==> src/rtl/spi_master_param.sv <==
`default_nettype none
// ============================================================================
// Module   : spi_master_param
// Brief    : Parametrised SPI master with one-hot selects, clock divider,
//            LSB/MSB ordering and back-to-back burst words.
// Revision : 1.0
// ============================================================================
module spi_master_param #(
    parameter int DATA_W = 8,
    parameter int NUM_SS = 4,
    parameter int DIV_W  = 8,
    localparam int SS_W  = (NUM_SS > 1) ? $clog2(NUM_SS) : 1
) (
    input  logic              clk,
    input  logic              reset_n,
    input  logic              start,
    input  logic [DATA_W-1:0] tx_data,
    input  logic [SS_W-1:0]   ss_sel,
    input  logic              cpol,
    input  logic              cpha,
    input  logic              lsb_first,
    input  logic [DIV_W-1:0]  clk_div,
    output logic              tx_ready,
    output logic [DATA_W-1:0] rx_data,
    output logic              rx_valid,
    output logic              busy,
    output logic              sclk,
    output logic              mosi,
    input  logic              miso,
    output logic [NUM_SS-1:0] ss_n
);

    localparam int EC_W = $clog2(2 * DATA_W + 1);

    localparam logic [2:0] c_IDLE  = 3'd0;
    localparam logic [2:0] c_LEAD  = 3'd1;
    localparam logic [2:0] c_XFER  = 3'd2;
    localparam logic [2:0] c_TRAIL = 3'd3;
    localparam logic [2:0] c_END   = 3'd4;

    localparam logic [EC_W-1:0] c_LAST_EDGE = EC_W'(2 * DATA_W - 1);

    logic [2:0]        r_state;
    logic [2:0]        w_state_next;
    logic [DIV_W-1:0]  r_tick;
    logic [DIV_W-1:0]  r_div;
    logic [EC_W-1:0]   r_edge_cnt;
    logic              r_cpol;
    logic              r_cpha;
    logic              r_lsb;
    logic [DATA_W-1:0] r_tx_shift;
    logic [DATA_W-1:0] r_rx_shift;
    logic [DATA_W-1:0] r_rx_data;
    logic              r_rx_valid;
    logic              r_busy;
    logic              r_sclk;
    logic              r_mosi;
    logic [NUM_SS-1:0] r_ss_n;

    logic              w_tick_end;
    logic              w_last_edge;
    logic              w_odd_edge;
    logic [NUM_SS-1:0] w_sel_n;
    logic              w_load_lsb;
    logic              w_first_bit;
    logic [DATA_W-1:0] w_tx_after_first;
    logic              w_tx_head;
    logic [DATA_W-1:0] w_tx_shifted;
    logic [DATA_W-1:0] w_rx_next;

    assign w_tick_end  = (r_tick == r_div);
    assign w_last_edge = (r_edge_cnt == c_LAST_EDGE);
    // r_edge_cnt counts completed edges, so the upcoming edge is odd when it is even
    assign w_odd_edge  = ~r_edge_cnt[0];

    // Out-of-range indices match no bit, so no select is asserted
    for (genvar gi = 0; gi < NUM_SS; gi++) begin : g_ss_dec
        assign w_sel_n[gi] = (ss_sel != SS_W'(gi));
    end

    // A word is loaded from IDLE with live config, or from END with the latched config
    assign w_load_lsb       = (r_state == c_IDLE) ? lsb_first : r_lsb;
    assign w_first_bit      = w_load_lsb ? tx_data[0] : tx_data[DATA_W-1];
    assign w_tx_after_first = w_load_lsb ? (tx_data >> 1) : (tx_data << 1);

    assign w_tx_head    = r_lsb ? r_tx_shift[0] : r_tx_shift[DATA_W-1];
    assign w_tx_shifted = r_lsb ? (r_tx_shift >> 1) : (r_tx_shift << 1);
    assign w_rx_next    = r_lsb ? {miso, r_rx_shift[DATA_W-1:1]}
                                : {r_rx_shift[DATA_W-2:0], miso};

    always_ff @(posedge clk) begin
        if (!reset_n) begin
            r_state <= c_IDLE;
        end else begin
            r_state <= w_state_next;
        end
    end

    always_comb begin
        w_state_next = r_state;
        case (r_state)
            c_IDLE:  if (start) w_state_next = c_LEAD;
            c_LEAD:  if (w_tick_end) w_state_next = c_XFER;
            c_XFER:  if (w_tick_end && w_last_edge) w_state_next = c_TRAIL;
            c_TRAIL: if (w_tick_end) w_state_next = c_END;
            c_END:   w_state_next = start ? c_XFER : c_IDLE;
            default: w_state_next = c_IDLE;
        endcase
    end

    always_comb begin
        tx_ready = (r_state == c_IDLE) || (r_state == c_END);
    end

    always_ff @(posedge clk) begin
        if (!reset_n) begin
            r_tick     <= '0;
            r_div      <= '0;
            r_edge_cnt <= '0;
            r_cpol     <= 1'b0;
            r_cpha     <= 1'b0;
            r_lsb      <= 1'b0;
            r_tx_shift <= '0;
            r_rx_shift <= '0;
            r_rx_data  <= '0;
            r_rx_valid <= 1'b0;
            r_busy     <= 1'b0;
            r_sclk     <= 1'b0;
            r_mosi     <= 1'b0;
            r_ss_n     <= '1;
        end else begin
            r_rx_valid <= 1'b0;
            case (r_state)
                c_IDLE: begin
                    r_sclk     <= cpol;
                    r_tick     <= '0;
                    r_edge_cnt <= '0;
                    if (start) begin
                        r_div  <= clk_div;
                        r_cpol <= cpol;
                        r_cpha <= cpha;
                        r_lsb  <= lsb_first;
                        r_ss_n <= w_sel_n;
                        r_busy <= 1'b1;
                        if (!cpha) begin
                            r_mosi     <= w_first_bit;
                            r_tx_shift <= w_tx_after_first;
                        end else begin
                            r_tx_shift <= tx_data;
                        end
                    end
                end
                c_LEAD: begin
                    r_sclk <= r_cpol;
                    if (w_tick_end) begin
                        r_tick     <= '0;
                        r_edge_cnt <= '0;
                    end else begin
                        r_tick <= r_tick + DIV_W'(1);
                    end
                end
                c_XFER: begin
                    if (w_tick_end) begin
                        r_tick     <= '0;
                        r_sclk     <= ~r_sclk;
                        r_edge_cnt <= r_edge_cnt + EC_W'(1);
                        if (w_odd_edge) begin
                            if (!r_cpha) begin
                                r_rx_shift <= w_rx_next;
                            end else begin
                                r_mosi     <= w_tx_head;
                                r_tx_shift <= w_tx_shifted;
                            end
                        end else begin
                            if (r_cpha) begin
                                r_rx_shift <= w_rx_next;
                            end else if (!w_last_edge) begin
                                r_mosi     <= w_tx_head;
                                r_tx_shift <= w_tx_shifted;
                            end
                        end
                    end else begin
                        r_tick <= r_tick + DIV_W'(1);
                    end
                end
                c_TRAIL: begin
                    r_sclk <= r_cpol;
                    if (w_tick_end) begin
                        r_tick     <= '0;
                        r_rx_data  <= r_rx_shift;
                        r_rx_valid <= 1'b1;
                    end else begin
                        r_tick <= r_tick + DIV_W'(1);
                    end
                end
                c_END: begin
                    r_sclk     <= r_cpol;
                    r_tick     <= '0;
                    r_edge_cnt <= '0;
                    if (start) begin
                        // Burst: selects and config stay as latched for the first word
                        if (!r_cpha) begin
                            r_mosi     <= w_first_bit;
                            r_tx_shift <= w_tx_after_first;
                        end else begin
                            r_tx_shift <= tx_data;
                        end
                    end else begin
                        r_ss_n <= '1;
                        r_busy <= 1'b0;
                    end
                end
                default: begin
                    r_tick <= '0;
                end
            endcase
        end
    end

    assign rx_data  = r_rx_data;
    assign rx_valid = r_rx_valid;
    assign busy     = r_busy;
    assign sclk     = r_sclk;
    assign mosi     = r_mosi;
    assign ss_n     = r_ss_n;

endmodule
`default_nettype wire

==> config.mk <==
export PLATFORM = sky130hd
export DESIGN_NAME = spi_master_param
export DESIGN_NICKNAME = d
export VERILOG_FILES = /design/src/rtl/spi_master_param.sv
export SDC_FILE = /design/constraint.sdc
export NUM_CORES = 1
export LEC_CHECK = 0
export CAP_MARGIN = 20
export CORE_UTILIZATION = 55
export CTS_CLUSTER_DIAMETER = 50
export CTS_CLUSTER_SIZE = 30
export DETAILED_ROUTE_END_ITERATION = 10
export PLACE_DENSITY = 0.82
export SETUP_SLACK_MARGIN = 0.15
export SLEW_MARGIN = 0
export SYNTH_ARGS = -nofsm -noshare
export SYNTH_HDL_FRONTEND = slang
export SYNTH_SLANG_ARGS = --single-unit
==> constraint.sdc <==
create_clock -name clk -period 5.6 [get_ports clk]
set_input_delay 0.84 -clock clk [delete_from_list [all_inputs] [get_ports clk]]
set_output_delay 0.84 -clock clk [all_outputs]
set_load 0.1 [all_outputs]
; Word level (Yosys, flattened, before mapping)
; Index checks and enable logic that the tools add are counted.
[word_totals]
regBits = 59
word_cells = 112
output_inout_bits = 17
input_bits = 25
[op_classes]
n_eq_ne = 23
reduce_logical = 22
bitwise_logic = 3
add_sub_neg = 2
n_mux = 47
[op_table]
columns = operator, count
row1 = $mux W8, 15
row2 = $ne A2 B2 Y1 const B, 12
row3 = $pmux W8 S3, 1
row4 = $mux W1, 16
row5 = $pmux W3 S5, 1
row6 = $pmux W5 S3, 1
row7 = $mux W3, 4
row8 = $mux W5, 2
row9 = $ne A3 B3 Y1 const B, 3
row10 = $reduce_and A9 Y1, 1
row11 = $reduce_bool A3 Y1, 3
row12 = $reduce_or A3 Y1, 3
row13 = $add A8 B1 Y8 const B, 1
row14 = $eq A8 B8 Y1, 1
row15 = $mux W4, 2
row16 = $pmux W4 S2, 1
row17 = $reduce_and A2 Y1, 4
row18 = $reduce_and A4 Y1, 2
row19 = $reduce_and A7 Y1, 1
row20 = $eq A3 B2 Y1 const B, 2
row21 = $pmux W1 S3, 2
row22 = $reduce_and A3 Y1, 2
row23 = $add A5 B1 Y5 const B, 1
row24 = $eq A5 B4 Y1 const B, 1
row25 = other kinds (11), 15

; Longest topological paths before layout
; Gate-level depths: netlist (run 1).
[depth]
depth_word = 6
ltp_mapped = 8

; Worst setup path after synthesis (run 1)
; Ideal clock, no wire load.
[synth_path]
kind = register to output
from = register r_state[0]
to = output port tx_ready
n_path_buf = 1
arrival_time_ps = 1865
path_slack_ps = 2895
path_stages_with_launch = 3
cell_sequence = dfxtp_1 > buf_2 > nor2_1
[synth_via]
elab_chain_len = 2
[synth_lines]
columns = element, line_no
row1 = from (decl), 43  ; logic [2:0] r_state;
row2 = from (signal assigned), 93  ; r_state <= c_IDLE;
row3 = from (signal assigned), 95  ; r_state <= w_state_next;
row4 = $eq A3 B3 Y1 / $logic_not A3 Y1 (equally long branches), 112  ; tx_ready = (r_state == c_IDLE) || (r_state == c_END);
row5 = $logic_or A1 B1 Y1 (*), 112
row6 = to (decl), 23  ; output logic tx_ready,
; Mark *: on every way between the ends. The rest lies on a longest branch, timed or not.

==> results of run 1 <==
==> power groups by stage <==
stage | Clock, W | Sequential [W] | Combinational [W]
after floorplan | 0 | 0.000509 | 0.000201
after global placement | 0 | 0.000491 | 0.000282
after detailed placement | 0 | 0.000493 | 0.000286
after CTS | 0.000422 | 0.000483 | 0.000288
after global routing | 0.000441 | 0.000489 | 0.000309
final | 0.000418 | 0.000484 | 0.000289
==> metrics by stage <==
step	cells	util [%]
finish	438	70.3
global route	438	70.3
CTS	438	70.3
detailed placement	422	66.3
global placement	422	66.3
floorplan	328	-
==> flip-flops by register name, summed over array words and instances, names as in the netlist <==
name / count
r_rx_shift: 8
sclk: 1
r_tick: 8
r_lsb: 1
r_cpha: 1
r_state: 3
r_div: 8
r_tx_shift: 8
ss_n: 4
mosi: 1
rx_data: 8
r_edge_cnt: 5
busy: 1
rx_valid: 1
r_cpol: 1
==> cells by family (layout without fill, tap and decap cells) <==
group / Yosys count / after routing / share of synthesized area, %
buffers and inverters: 29 / 69 / 4.41
and+or+nand+nor: 106 / 106 / 18.5
DFF: 59 / 59 / 38.9
adders and majority gates: 5 / 5 / 2.06
AOI/OAI and AO/OA: 76 / 76 / 17.3
muxes: 38 / 38 / 13.2
xor gates and xnor gates: 15 / 15 / 5.57
==> worst paths after layout <==
| path | end | slack, ns | cells past startpoint |
|---|---|---|---|
| setup / recovery | r_edge_cnt[4] | 2.32 | 5 |
| hold / removal | r_div[1] | 0.47 | 2 |
| setup reg to reg | r_tx_shift[7] | 3.09 | 5 |
| hold reg to reg | r_div[1] | 0.47 | 2 |
==> area by class of cell <==
| class | instances | area (um^2) |
|---|---|---|
| clock buffer | 11 | 131 |
| clock inverter | 5 | 77.6 |
| fill | 409 | 1550 |
| inverter | 10 | 37.5 |
| multi-input combinational | 240 | 1720 |
| sequential | 59 | 1180 |
| tap | 70 | 87.6 |
| timing repair buffer | 43 | 425 |
==> placed cells by master, fill, tap and decap left out, types with 3 or more instances in the layout <==
cell type and instances:
xnor2_1 6, and3_1 4, nor2_1 28, o22ai_1 4, mux2_2 13, a211oi_1 8
o31ai_1 8, nand3_1 8, a31oi_1 7, nand2b_1 3, xnor2_2 5, nand2_1 39
clkbuf_8 9, a222oi_1 6, ha_1 5, dfxtp_1 59, a21oi_1 24, nor3_1 4
xor2_1 4, o21ai_0 5, inv_1 9, mux2i_1 24, clkdlybuf4s50_1 41
==> per-layer routing <==
layer  up-vias  GRT usage (%)  wire (um)
met5         -              0          0
met4         0           9.62        102
met3        14           5.27        371
met2        75           38.7       3150
met1      1201           30.7       3040
li1       1256              -          -
==> worst register-to-register path: stages (launching register included) <==
cell and delay (ns):
dfxtp_1 0.52, nor2_1 0.39, nand2_1 0.32, nor4b_4 0.65, or2_1 0.37, a311oi_2 0.14
==> summary.txt, run 1 <==
Clock network
  – Hold buffer count at cts: 0
  – Max clock buf depth: 2
  – Clock Latency Late Sink: roughly 0.34 ns
  – CTS tree: yes
  – Clk slew on worst S/H paths: around 0.070 ns
  – Root buffer cell: clkbuf_8
  – Number of cells upsized or downsized after cts: 0
  – CTS H-tree depth: 3
  – CTS Buf Count: 9
  – Post-CTS Setup Inserts: 0
  – CTS sink cnt: roughly 60

Drt
  – Antenna Nets Post-Route: 0
  – Initial DRC Count: 161
  – Routed vias: 2546
  – Drt total wl: around 6.7 mm
  – 1st-pass router iterations: 4
  – DR vias/cell: 5.81
  – Average wire per standard cell: approximately 15 um
  – Remaining DRCs: 0

Hold path
  – Hold WC Path Type: flip-flop to flip-flop
  – Worst hold path startpoint: r_div[1]

GRT
  – Grt ovf: 0
  – Global-route wire length before repair: roughly 11 mm
  – GR Util All Layers: 23.9%
  – Initial antenna violation count: 0
  – Vias in the first global route: around 2.4k
  – Largest net degree at the start of global routing: 24

Place
  – Placed inst area: 0.00345 mm^2
  – DP HPWL: 4.48 mm
  – Post-place setup slack: 2.08 ns
  – PortBufs: a little over 40
  – Gpl congestion: 0.856

Layout
  – ANT cells: 0
  – Final Instance Area: about 0.0037 mm^2
  – Share of layout cells above drive strength 1: 12.5%
  – Final Net Count: 393
  – Area Overhead vs Synth: 20.6%

Setup path
  – CP top delay family: buffers and inverters
  – Slowest stage delay, CP: 1.04 ns
  – CP startpoint: reset_n
  – CP Launch Type: input port
  – Setup crit end kind: flip-flop
  – Worst-path cell chain: clkdlybuf4s50_1 -> clkinv_1 -> buf_4 -> or3_1 -> mux2i_1
  – Critical path peak fanout: 23
  – Required time worst endpoint: between 5 and 6 ns
  – Worst Path Buf+Inv: 3
  – Slowest cell on the critical path: clkdlybuf4s50_1
  – Crit path kind: input port to flip-flop
  – FF-to-FF Start: r_state[2]
  – Arr. time, crit path: 3.55 ns

STA
  – Hold slack: 0.470 ns
  – Fin worst setup slack: 2.32 ns
  – Fin crit period: around 3.3 ns
  – Slew @ Worst Pin: 0.984 ns
  – Crit share post-route: 58.6%
  – Setup_tns: 0 ns
  – Fmax: roughly 300 MHz
  – Fin. Hold Viols: 0
  – Rel. slew slack: 34.2%
  – # setup viols final: 0
  – RSZ-0062 raised after global routing: false
  – Layout Skew: 0.00590 ns
  – Slew Limit Fails: 0

Pwr
  – Internal power: 0.000808 W
  – Pwr Density: roughly 330 mW/mm^2
  – Psw: 0.000384 W
  – Pleak: 1.27 nW
  – Worst IR Drop VDD: 0.000221 V
  – Seq pwr share: 40.6%
  – Sw Share: 32.2%
  – Clock power share: 35.1%
  – Combinational power share: 24.3%
  – Total power: about 0.0012 W

Synth
  – Yosys top cell area share: approximately 39%
  – Commonest cells in the netlist: dfxtp_1 (59), nand2_1 (39), nor2_1 (28)
  – Ys Warns: 0
  – Area leader, netlist: dfxtp_1
  – Register bit total from synthesis: between 50 and 60
  – Main synth FF type: dfxtp_1
  – EDFF count, synth: 0
  – Syn Area/Cell: ~9.3 um^2
  – Post-Syn Instances: ~330
  – Synth unique cells: between 50 and 60
  – Top cells by area, synth: dfxtp_1 (39%), mux2i_1 (7.9%), mux2_2 (4.8%)
  – Mapped Area: 0.00303 mm^2
  – Synthesized Nets: 358
  – Ys async rst share: 0%
  – Top-count cell post-synth: dfxtp_1
  – Sequential share of the synthesized area: 38.9%

Die
  – Die Wd: 76.3 um
  – Chip height: about 76 um
  – Die Area: 0.00582 mm^2
  – Starting density of the core: 58.3%
  – Core area: 0.00520 mm^2
  – IO Pins: 42
  – Row count: 26

Job
  – Max-cap violation count: 0

Run status
  – Status: finished clean
Note: power is estimated with default switching activity, not from simulation.
==> run 2: changes to the inputs <==
--- a/config.mk
+++ b/config.mk
@@ -6,11 +6,11 @@
 export NUM_CORES = 1
 export LEC_CHECK = 0
 export CAP_MARGIN = 20
-export CORE_UTILIZATION = 55
+export CORE_UTILIZATION = 49
 export CTS_CLUSTER_DIAMETER = 50
 export CTS_CLUSTER_SIZE = 30
 export DETAILED_ROUTE_END_ITERATION = 10
-export PLACE_DENSITY = 0.82
+export PLACE_DENSITY = 0.77
 export SETUP_SLACK_MARGIN = 0.15
 export SLEW_MARGIN = 0
 export SYNTH_ARGS = -nofsm -noshare
==> constraint.sdc (replaced) <==
create_clock -name clk -period 2.6 [get_ports clk]
set_input_delay 0.39 -clock clk [delete_from_list [all_inputs] [get_ports clk]]
set_output_delay 0.39 -clock clk [all_outputs]
set_load 0.1 [all_outputs]
==> run 2 against run 1 <==
Clock power rose to 2.5 times the previous value. Via count barely moved. Sequential cell count did not move. Design area rose by 2.5%. Global-route usage fell by 1.9 points.
==> summary.txt, run 2 (synthesized netlist as in run 1, its figures left out) <==
Place
  – Post-place setup slack: between 0.4 and 0.5 ns
  – PortBufs: 41
  – DP HPWL: 4.65 mm
  – Gpl congestion: 0.881

Die
  – Die Wd: just over 80 um
  – Chip height: 80.7 um
  – Row count: 28
  – Core area: ~0.0060 mm^2
  – Die Area: 0.00651 mm^2
  – Starting density of the core: 50.9%
  – IO Pins: 42

STA
  – Slew @ Worst Pin: 0.621 ns
  – Rel. slew slack: 58.6%
  – Fin. Hold Viols: 0
  – Crit share post-route: 80.5%
  – Fmax: about 480 MHz
  – RSZ-0062 raised after global routing: false
  – Slew Limit Fails: 0
  – Fin crit period: 2.09 ns
  – Setup_tns: 0 ns
  – Layout Skew: 0.00837 ns
  – Fin worst setup slack: 0.508 ns
  – # setup viols final: 0

Setup path
  – Critical path peak fanout: 9
  – Worst r2r dst: r_tx_shift[7]
  – CP Launch Type: flip-flop
  – Required time worst endpoint: 2.88 ns
  – Reg2reg path depth: 8
  – FF-to-FF Start: r_edge_cnt[0]
  – Setup crit end kind: flip-flop
  – Arr. time, crit path: 2.37 ns
  – Worst reg-to-reg setup slack: 0.51 ns
  – Crit path kind: flip-flop to flip-flop

Drt
  – 1st-pass router iterations: 4
  – Initial DRC Count: 207
  – Antenna Nets Post-Route: 0
  – Average wire per standard cell: 14.6 um
  – DR vias/cell: 5.61
  – Drt total wl: 6.62 mm
  – Routed vias: 2545
  – Remaining DRCs: 0

Clock network
  – CTS Buf Count: 9
  – CTS sink cnt: 59
  – Number of cells upsized or downsized after cts: 0
  – CTS H-tree depth: 3
  – Hold buffer count at cts: 0
  – Clock Latency Late Sink: 0.36 ns
  – Clk slew on worst S/H paths: 0.07 ns
  – Max clock buf depth: 2
  – CTS tree: yes
  – Root buffer cell: clkbuf_8
  – Post-CTS Setup Inserts: 0

GRT
  – Largest net degree at the start of global routing: 34
  – Grt ovf: 0
  – GR Util All Layers: 22.0%
  – Vias in the first global route: 2292
  – Initial antenna violation count: 0
  – Global-route wire length before repair: 10.7 mm

Layout
  – Area Overhead vs Synth: 23.6%
  – # fillers: 504
  – ANT cells: 0
  – Commonest non-fill, non-tap cells in the layout: dfxtp_1 (59), nand2_1 (39), buf_4 (30)
  – Commonest non-fill, non-tap cell in the layout: dfxtp_1
  – Seq. cell area: 0.00118 mm^2
  – Multi-input gate area: 0.00172 mm^2
  – Share of layout cells above drive strength 1: around a fifth
  – Final Net Count: 404

Hold path
  – Hold WC Path Type: flip-flop to flip-flop
  – Worst hold path startpoint: r_edge_cnt[4]
  – Hold endpoint: r_edge_cnt[4]
  – Cell depth of the worst hold path: 2

Pwr
  – Worst IR Drop VDD: about 0.00048 V
  – Psw: 0.000849 W
  – Seq pwr share: 37.8%
  – Pwr Density: 729 mW/mm^2
  – Total power: 0.00273 W
  – Pleak: 1.38 nW
  – Clock power share: 38.3%
  – Internal power: 0.00189 W
  – Sw Share: 31.1%
  – Combinational power share: 23.9%

Job
  – Max-cap violation count: 0

Run status
  – Status: finished clean
## run 2: power groups by stage
stage               registers, W  clock network, W  logic (W)
detailed placement       0.00105                 0   0.000654
CTS                      0.00103           0.00106   0.000656
global placement         0.00105                 0   0.000643
floorplan                0.00110                 0   0.000434
finish                   0.00103           0.00105   0.000654
global route             0.00104           0.00110   0.000702
## run 2: worst max-delay path: stages (launching register included)
cell and delay [ns]:
dfxtp_1 0.36, ha_1 0.24, and3_1 0.19, ha_1 0.20
a211oi_1 0.26, nor4b_4 0.26, buf_4 0.21, nor3_1 0.07
a311oi_2 0.22
## run 2: stage by stage
step           instances  utilization (%)  instance area, um^2  hold WS [ns]
6_report             454             63.0                 3750         0.465
5_1_grt              454             63.0                 3750         0.495
4_1_cts              454             63.0                 3750         0.467
3_5_place_dp         438             58.8                 3500         0.458
3_3_place_gp         438             58.8                 3500         0.448
2_1_floorplan        328                -                 3040         0.438
## run 2: layout make-up
| class | count | share of cell area [%] |
|---|---|---|
| Sequential cell | 59 | 31.5 |
| Clock buffer | 10 | 3.67 |
| Inverter | 10 | 1.00 |
| Timing Repair Buffer | 54 | 12.4 |
| Tap cell | 75 | 2.50 |
| Clock inverter | 6 | 3.00 |
| Multi-Input combinational cell | 240 | 45.9 |
## run 2: how the worst max path moves through the flow
| stage | start | end | slack (ns) | cells after the start |
|---|---|---|---|---|
| final | r_edge_cnt[0] | r_tx_shift[7] | 0.51 | 8 |
| after global placement | cpha | r_tx_shift[7] | 0.53 | 6 |
| after detailed placement | cpha | r_tx_shift[7] | 0.45 | 6 |
| after CTS | r_edge_cnt[0] | r_tx_shift[7] | 0.53 | 8 |
| after floorplan | r_edge_cnt[0] | r_tx_shift[7] | 0.59 | 8 |
| after global routing | r_edge_cnt[0] | r_tx_shift[7] | 0.42 | 8 |
## run 2: per-layer routing
| metal | track usage, % | vias up | routed length, um |
|---|---|---|---|
| met5 | 0 | - | 0 |
| met4 | 11.8 | 0 | 148 |
| met3 | 5.00 | 12 | 330 |
| met2 | 35.5 | 58 | 3150 |
| met1 | 27.0 | 1192 | 3000 |
| li1 | - | 1283 | - |
==> run 3: changes to the inputs <==
==> constraint.sdc (replaced) <==
create_clock -name clk -period 1.9 [get_ports clk]
set_input_delay 0.285 -clock clk [delete_from_list [all_inputs] [get_ports clk]]
set_output_delay 0.285 -clock clk [all_outputs]
set_load 0.1 [all_outputs]
==> run 3 against run 2 <==
Via count grew 10%. Global-route usage up 2.0 points. Clock skew about the same. Sequential share of layout area is 3.1 points lower. Clock-buffer cell count grew 2. First-iteration DRC count decreased by 24%. Design area up 13%. Hold slack got worse by 0.0022 ns. Sequential power is 36% higher.
==> summary.txt, run 3 (synthesized netlist as in run 1, its figures left out) <==
Setup path
  – CP most frequent cell: ha_4
  – Worst Path Buf+Inv: 1
  – Setup crit end kind: flip-flop
  – FF-to-FF Start: r_edge_cnt[0]
  – Stages on worst setup path: 8
  – Worst reg-to-reg setup slack: approximately 0.070 ns
  – CP Launch Type: flip-flop
  – Slowest cell on the critical path: dfxtp_4
  – Critical path peak fanout: 5
  – CP startpoint: r_edge_cnt[0]
  – Arr. time, crit path: just over 2 ns
  – Slowest stage delay, CP: 0.35 ns
  – Reg2reg path depth: 8
  – CP endpoint: r_tx_shift[0]
  – Required time worst endpoint: 2.12 ns
  – CP top delay family: simple AND/OR/NAND/NOR gates
  – Crit path kind: flip-flop to flip-flop
  – Worst-path cell chain: ha_4 -> and3_4 -> ha_4 -> a211oi_2 -> nor4b_4 -> or2_4 -> buf_6 -> a31oi_4
  – Worst r2r dst: r_tx_shift[0]

Drt
  – Drt total wl: ~7.7 mm
  – Routed vias: roughly 2.8k
  – 1st-pass router iterations: 4
  – Remaining DRCs: 0
  – Antenna Nets Post-Route: 0
  – DR vias/cell: 5.72
  – Initial DRC Count: 158
  – Average wire per standard cell: roughly 16 um

Place
  – DP HPWL: 5.20 mm
  – PortBufs: between 40 and 50
  – Placed inst area: between 0.003 and 0.004 mm^2
  – DP Cell Count: 468
  – Post-place setup slack: 0.0190 ns
  – Gpl congestion: 0.835

Clock network
  – Max clock buf depth: 2
  – Hold buffer count at cts: 0
  – Clk slew on worst S/H paths: around 0.070 ns
  – CTS H-tree depth: 3
  – Clock Latency Late Sink: approximately 0.34 ns
  – CTS sink cnt: 59
  – CTS Buf Count: 9
  – CTS tree: yes
  – Root buffer cell: clkbuf_8

Layout
  – # fillers: 432
  – Final Net Count: 439
  – Non-filler cells, final: 489
  – ANT cells: 0
  – Seq. cell area: 0.00120 mm^2
  – Commonest non-fill, non-tap cell in the layout: buf_4
  – Multi-input gate area: 0.00188 mm^2
  – Commonest non-fill, non-tap cells in the layout: buf_4 (53), dfxtp_1 (50), nand2_1 (38)
  – Final Instance Area: 0.00424 mm^2
  – Share of layout cells above drive strength 1: around 34%
  – Area Overhead vs Synth: 39.7%

STA
  – Fin. Hold Viols: 0
  – Slew @ Worst Pin: ~0.38 ns
  – Crit share post-route: 96.3%
  – Slew Limit Fails: 0
  – Fin crit period: about 1.8 ns
  – # setup viols final: 0
  – Layout Skew: 0.00834 ns
  – Fin worst setup slack: 0.0703 ns
  – Fmax: 547 MHz
  – RSZ-0062 raised after global routing: true
  – Rel. slew slack: between 70% and 80%

Die
  – Chip height: 80.7 um
  – Row count: 28
  – Die Area: 0.00651 mm^2
  – Core area: 0.00596 mm^2
  – Starting density of the core: 50.9%
  – IO Pins: 42
  – Die Wd: just over 80 um

GRT
  – Largest net degree at the start of global routing: 24
  – Grt ovf: 0
  – Initial antenna violation count: 0
  – GR Util All Layers: 24.0%
  – Vias in the first global route: 2725
  – Global-route wire length before repair: 12.0 mm

Pwr
  – Pleak: approximately 1.6 nW
  – Worst IR Drop VDD: 0.000540 V
  – Pwr Density: 905 mW/mm^2
  – Seq pwr share: 36.5%
  – Clock power share: between 30% and 40%
  – Psw: about 0.0012 W
  – Sw Share: ~32%
  – Combinational power share: 30.2%
  – Internal power: 0.00259 W

Hold path
  – Hold WC Path Type: flip-flop to flip-flop
  – Worst hold path startpoint: r_edge_cnt[4]

Run status
  – Status: finished clean

Job
  – Max-cap violation count: 0
[run 3: worst min-delay path, delay by kind of cell, from the launching register on]
family	cells	cell delay (ns)
flops	1	0.31
simple gates	1	0.05
mux	1	0.06
[run 3: through the flow]
| stage | hold slack, ns | power [W] | util, % | TNS (ns) |
|---|---|---|---|---|
| 6_report | 0.463 | 0.00384 | 71.2 | 0 |
| 5_1_grt | 0.494 | 0.00399 | 71.2 | -0.00542 |
| 4_1_cts | 0.471 | 0.00377 | 68.6 | 0 |
| 3_5_place_dp | 0.461 | 0.00247 | 63.8 | 0 |
| 3_3_place_gp | 0.448 | 0.00245 | 63.8 | 0 |
| 2_1_floorplan | 0.409 | 0.00210 | - | 0 |
[run 3: area by class of cell]
type / instances / share of cell area (%)
timing repair buffer: 89 / 18.7
inverter: 10 / 0.885
sequential: 59 / 28.4
multi-input combinational: 240 / 44.4
clock inverter: 4 / 1.30
tap: 75 / 2.21
clock buffer: 12 / 4.16
[run 3: how the worst min path moves through the flow]
stage,slack (ns),end,cells past startpoint
after global routing,0.49,r_edge_cnt[4],2
after floorplan,0.41,ss_n[1],2
final,0.46,r_edge_cnt[4],2
after detailed placement,0.46,r_edge_cnt[4],2
after global placement,0.45,r_edge_cnt[4],2
after CTS,0.47,r_edge_cnt[4],2
[run 3: timing repair]
item,CTS,global route
resized for setup,12,32
hold endpoints to repair,0,0
gates cloned,0,1
endpoints found under the setup margin,19,28
pin swaps,0,23
setup buffers,0,4
[run 3: power groups by stage]
stage                     logic (W)  clock network (W)  registers [W]
final                       0.00116            0.00128        0.00140
after global routing        0.00123            0.00135        0.00141
after CTS                   0.00108            0.00130        0.00139
after detailed placement    0.00105                  0        0.00142
after global placement      0.00103                  0        0.00141
after floorplan            0.000601                  0        0.00150
[run 3: per-layer routing]
layer  up-vias  global-route usage, %  part of all wire (%)
li1       1351                      -                     -
met1      1347                   27.8                    43
met2        85                   42.6                    51
met3        16                   4.09                   4.2
met4         0                   11.1                   1.9
met5         -                      0                     0
